### config.mk
export PLATFORM = sky130hd
export DESIGN_NAME = pipe_sub16
export DESIGN_NICKNAME = d
export VERILOG_FILES = /design/src/rtl/pipe_sub16_pkg.sv /design/src/rtl/pipe_sub16_cla_slice4.sv /design/src/rtl/pipe_sub16.sv
export SDC_FILE = /design/constraint.sdc
export NUM_CORES = 1
export LEC_CHECK = 0
export CORE_MARGIN = 2
export CORE_UTILIZATION = 40
export CTS_CLUSTER_SIZE = 8
export DETAILED_ROUTE_END_ITERATION = 10
export GPL_TIMING_DRIVEN = 1
export REMOVE_ABC_BUFFERS = 1
export SETUP_SLACK_MARGIN = 0.4
export SLEW_MARGIN = 10
export SYNTH_ARGS = -nofsm -noshare
export SYNTH_HDL_FRONTEND = slang
export SYNTH_SLANG_ARGS = --single-unit
### constraint.sdc
create_clock -name clk -period 7.98 [get_ports clk]
set_input_delay 0.798 -clock clk [delete_from_list [all_inputs] [get_ports clk]]
set_output_delay 0.798 -clock clk [all_outputs]
set_load 0.02 [all_outputs]
### src/rtl/pipe_sub16_pkg.sv
// Shared constants and the per-stage pipeline record for pipe_sub16.
package pipe_sub16_pkg;

  localparam int WIDTH = 16;
  localparam int NIB = 4;
  localparam int STAGES = 4;

  localparam logic [WIDTH-1:0] SAT_POS = 16'h7FFF;
  localparam logic [WIDTH-1:0] SAT_NEG = 16'h8000;

  // One pipeline slot. lo_result holds nibbles already resolved;
  // hi_a / hi_nb hold the minuend and inverted subtrahend nibbles still
  // waiting for their carry. sa / sb are the operand signs for overflow.
  typedef struct packed {
    logic             valid;
    logic             carry;
    logic [WIDTH-1:0] lo_result;
    logic [WIDTH-1:0] hi_a;
    logic [WIDTH-1:0] hi_nb;
    logic             sa;
    logic             sb;
  } stage_t;

endpackage

### src/rtl/pipe_sub16_cla_slice4.sv
// 4-bit carry-lookahead adder slice (purely combinational).
module cla_slice4 (
  input  logic [3:0] x,
  input  logic [3:0] y,
  input  logic       ci,
  output logic [3:0] s,
  output logic       co
);

  logic [3:0] g;
  logic [3:0] p;
  logic [3:0] c;

  // Generate/propagate lookahead: every carry is a flat sum of products.
  always_comb begin
    g    = x & y;
    p    = x ^ y;
    c[0] = ci;
    c[1] = g[0] | (p[0] & ci);
    c[2] = g[1] | (p[1] & g[0]) | (p[1] & p[0] & ci);
    c[3] = g[2] | (p[2] & g[1]) | (p[2] & p[1] & g[0]) | (p[2] & p[1] & p[0] & ci);
    co   = g[3] | (p[3] & g[2]) | (p[3] & p[2] & g[1]) | (p[3] & p[2] & p[1] & g[0])
         | (p[3] & p[2] & p[1] & p[0] & ci);
    s    = p ^ c;
  end

endmodule

### src/rtl/pipe_sub16.sv
// Pipelined 16-bit subtractor d = a - b, one nibble resolved per stage.
// Optional macro PIPE_SUB16_SAT_EN clamps d to the signed range on overflow.
// pipe[0] captures the operands (carry-in 1, b inverted); pipe[k+1] holds the
// record after nibble k has been resolved; pipe[STAGES] drives the outputs.
module pipe_sub16
  import pipe_sub16_pkg::*;
(
  input  logic             clk,
  input  logic             rst,
  input  logic [WIDTH-1:0] a,
  input  logic [WIDTH-1:0] b,
  input  logic             in_valid,
  output logic             in_ready,
  output logic [WIDTH-1:0] d,
  output logic             bout,
  output logic             ovf,
  output logic             out_valid,
  input  logic             out_ready
);

  stage_t           pipe [STAGES+1];
  stage_t           nxt  [STAGES];
  logic [NIB-1:0]   sum  [STAGES];
  logic             co   [STAGES];
  logic             adv;
  logic [WIDTH-1:0] d_raw;

  for (genvar k = 0; k < STAGES; k++) begin : g_slice
    cla_slice4 u_cla (
      .x  (pipe[k].hi_a[NIB*k +: NIB]),
      .y  (pipe[k].hi_nb[NIB*k +: NIB]),
      .ci (pipe[k].carry),
      .s  (sum[k]),
      .co (co[k])
    );
  end

  // Fold each slice result into its record; resolved operand nibbles are dropped.
  always_comb begin
    for (int k = 0; k < STAGES; k++) begin
      nxt[k]                            = pipe[k];
      nxt[k].carry                      = co[k];
      nxt[k].lo_result[NIB*k +: NIB]    = sum[k];
      nxt[k].hi_a[NIB*k +: NIB]         = '0;
      nxt[k].hi_nb[NIB*k +: NIB]        = '0;
    end
  end

  // Whole pipeline shifts together whenever the output slot can move.
  always_ff @(posedge clk) begin
    if (rst) begin
      for (int i = 0; i <= STAGES; i++) pipe[i] <= '0;
    end else if (adv) begin
      pipe[0] <= '{valid:     in_valid,
                   carry:     1'b1,
                   lo_result: '0,
                   hi_a:      a,
                   hi_nb:     ~b,
                   sa:        a[WIDTH-1],
                   sb:        b[WIDTH-1]};
      for (int k = 0; k < STAGES; k++) pipe[k+1] <= nxt[k];
    end
  end

  assign out_valid = pipe[STAGES].valid;
  assign adv       = ~out_valid | out_ready;
  assign in_ready  = adv;
  assign d_raw     = pipe[STAGES].lo_result;
  // Gated by valid so a cleared record reads as "no borrow".
  assign bout      = pipe[STAGES].valid & ~pipe[STAGES].carry;
  assign ovf       = (pipe[STAGES].sa ^ pipe[STAGES].sb) & (d_raw[WIDTH-1] ^ pipe[STAGES].sa);

`ifdef PIPE_SUB16_SAT_EN
  assign d = ovf ? (pipe[STAGES].sa ? SAT_NEG : SAT_POS) : d_raw;
`else
  assign d = d_raw;
`endif

endmodule

# Word-level counts from Yosys, hierarchy flattened
# Memory sizes are Yosys's and may differ from the RTL's.
# Cells that the tools add are included.
word_totals:
  inputBits: 36
  mem_bits_rw: 260
  rom_bits: 0
  elab_cells: 140
  ff_bits: 0
  out_inout_bits: 20
  latch_bits: 0
  memories: 1
classes:
  n_mul: 0
  n_div: 0
  muxes: 10
  n_addsub: 0
  reduce_logical: 0
  bitwise_logic: 129
  n_lt_le_gt_ge: 0
  shifts: 0
  n_eq_ne: 0
memory_table:
  columns: ["memory", "words", "width", "rd", "rd_clocked_by_memory_dff", "write_ports", "line", "rtl"]
  rows:
  - ["pipe", 5, 52, 5, 0, 5, "pipe_sub16.sv:21", "stage_t pipe [STAGES+1];"]
ops:
  columns: ["op", "n"]
  rows:
  - ["two-way mux 52 bit", 5]
  - ["bitwise AND 1 bit", 66]
  - ["OR 1 bit", 46]
  - ["XOR 4 bit", 8]
  - ["bitwise AND 4 bit", 4]
  - ["NOT 16 bit", 1]
  - ["two-way mux 1 bit", 5]
  - ["NOT 1 bit", 2]
  - ["XOR 1 bit", 2]

# Longest topological paths before layout
# An unclocked memory read counts as a cell.
depth:
  ltp_word: 8
  mapped_depth: 5
  ltp_nobuf: 4

# Cells and area by module
# A second synthesis with hierarchy kept.
unflattened:
  hier_cells: 389
  area_unflattened_um2: 6652.6
modules_own_cells:
  columns: ["module", "area_each_um2", "seq_area_each_um2", "cells_each", "n_inst"]
  rows:
  - ["pipe_sub16", 6077.1, 4083.9, 325, 1]
  - ["cla_slice4 (g_slice[0].u_cla ...)", 147.6, 0.0, 17, 3]
  - ["cla_slice4 (g_slice[3].u_cla)", 132.6, 0.0, 13, 1]

# Least setup slack after synthesis
# OpenSTA, ideal clock, no wires.
synth_path:
  path_kind: "input -> register"
  startpoint: "input port out_ready"
  endpoint: "memory pipe[0][0] (netlist name) (enable)"
  setup_ps: 519
  n_path_buf: 2
  path_stages: 4
  t_arrival_ps: 4462
  path_slack_ps: 2999
  required_time_ps: 7461
  path_cell_list: "nand2b_4 -> buf_12 -> buf_12 -> nand2b_1"
synth_lines:
  columns: ["item", "line", "rtl"]
  rows:
  - ["start, declared", "pipe_sub16.sv:18", "input logic out_ready"]
  - ["end, declared", "pipe_sub16.sv:21", null]

==> metrics.txt <==
routed len/inst 14.8 um; worst path bufs/invs 2; Port Buf Inserts 55; Tmin final 2.92 ns; most frequent cells in the layout edfxtp_1 (136), and3_1 (101), clkdlybuf4s50_1 (55); die area 15700 um2; Layout area overhead 18.4%; r2r worst-path depth 3; Peak VDD IR 0.152 mV; Ys Warns 0; #FFs+latches synth 136; setup slack at placement 4.59 ns; gr usage total 0.121; CTS H-tree lvls 4; Longest Clk Path Bufs 2; startpoint types input pin; global-route wire length before repair 14900 um; # IOs 56; initial antenna violation count 0; final hold viol count 0; cts repair resizes 0; largest reg by FF count pipe; commonest non-fill, non-tap cell in the layout edfxtp_1; multi-input logic area 1430 um2; GRT Residual Overflow 0; Max Cap Viol 0; post-synth cell types 31; ratio of cells with drive above 1 in the final layout 0.0947; Tcrit/Tclk final 0.366; RSZ-0062 raised after global routing false; CTS root buf clkbuf_16; Via Count 3092; drt via density 5.01; Crit Path Category in -> reg; Placer Congestion 0.694; kind of cell adding the most delay to the critical path buffers and inverters; Setup WS post-layout 5.06 ns; core area 14400 um2; cell depth of the worst hold path 1; CP startpoint out_ready; Initial Utilization 0.407; FILL cells 1278; TritonCTS buffer count 17; CP required 8.02 ns; DRC 0; Synth Instances 385; pin count of the biggest net entering global routing 111; FF+latch area 4080 um2; clock skew 0.00504 ns; chip height 125 um; Layout Nets 476; CTS hold repair buffers 0; die width 125 um; Crit. End Element flop; Rel. slew slack 0.353; CTS tree built; Iter 0 DRT Violations 154; Inserted Diodes 0; clk sinks 136; clock-pin slew on the worst setup and hold paths 0.06 ns; Stages on worst setup path 4; sequential-to-total area share from yosys stat 0.695; HP Class reg -> reg; DP Wirelength 5010 um; peak per-stage delay on the critical path 0.83 ns; synthesized area per cell 15.3 um2; antenna viol nets, final 0; Setup TNS Final 0 ns; Least-Margin Pin Slew 0.971 ns; # rows 44; status finished clean; Top cell by count, worst path nand2b_4; Final Setup Violations 0; HP Start pipe[0][82]$_SDFFCE_PN0P_; max reg flops 136; 1st-pass router iterations 5; fmax 0.342 GHz; critical-path cell with the highest stage delay buf_4; vias in the first global route 3016; worst r2r src pipe[0][259]$_SDFFCE_PN0P_; worst-skew pair later-pin latency 0.41 ns; CP arrival 2.96 ns; crit-path cells clkdlybuf4s50_1 -> nand2b_4 -> nand2b_4 -> buf_4; Leak Pwr 0.00314 uW; wire length after detailed routing 9110 um; PD cells 246 nW/um2; mapped cell area 5880 um2; Max Slew Vio Count 0; Largest regs pipe x136; setup bufs post-CTS 0; crit-path max FO 72
[area by class of cell]
cell class                 instances  area share
clock buffer                      18      0.0617
timing repair buffer              58      0.0824
inverter                           9     0.00486
tap                              184      0.0331
clock inverter                    14      0.0259
sequential                       136       0.587
multi-input combinational        198       0.205
[cells by family (layout without fill, tap and decap cells)]
logic type,Yosys count,count (layout),synth area share
flip-flops,136,136,0.695
buffers and inverters,51,99,0.0639
adder cells (fa/ha/maj),20,20,0.0477
AO/OA/AOI/OAI,25,25,0.0324
multiplexers,4,4,0.00681
AND/OR/NAND/NOR,145,145,0.148
XOR/XNOR,4,4,0.00596
[cells in the mapped netlist (all sizes together)]
cell type  count  area [um2]
a211oi         8        60.1
a21o           4        30.0
and3         101         632
buf           35         308
clkbuf         7        33.8
edfxtp       136        4080
fa             4        80.1
ha            16         200
inv            9        33.8
mux2i          4        40.0
nand2          1        20.0
nand2b         3        26.3
nand3          5        40.0
nand3b         4        30.0
nor2          26        97.6
nor2b          1        6.26
nor3           4        20.0
o21ai          5        25.0
o21ba          4        40.0
o2bb2ai        4        35.0
xnor2          2        17.5
xor2           2        17.5
[per-stage QoR]
stage / cell area [um2] / util / std cells / hold slack (ns) / power, uW
floorplan: 5540 / - / 343 / 0.528 / 886
global placement: 6350 / 0.440 / 585 / 0.530 / 923
detailed placement: 6350 / 0.440 / 585 / 0.537 / 926
CTS: 6960 / 0.482 / 617 / 0.550 / 1730
global route: 6960 / 0.482 / 617 / 0.565 / 1770
finish: 6960 / 0.482 / 617 / 0.544 / 1710
[routing by layer]
metal	GRT usage	vias up	share of wire
li1	-	1510	-
met1	0.153	1504	0.45
met2	0.190	58	0.49
met3	0.0411	20	0.040
met4	0.0575	0	0.022
met5	0	-	0
[worst paths after layout]
kind                                endpoint  slack [ns]
hold reg to reg   pipe[0][134]$_SDFFCE_PN0P_        0.54
setup reg to reg  pipe[0][254]$_SDFFCE_PN0P_        5.47
hold / removal    pipe[0][134]$_SDFFCE_PN0P_        0.54
setup / recovery  pipe[0][254]$_SDFFCE_PN0P_        5.06
[power breakdown]
group,total [uW],internal [uW],switching [uW]
logic,81.9,43.0,38.9
registers,828,819,9.47
clock network,800,518,282
total,1710,1380,330
(Power assumes the default switching activity.)
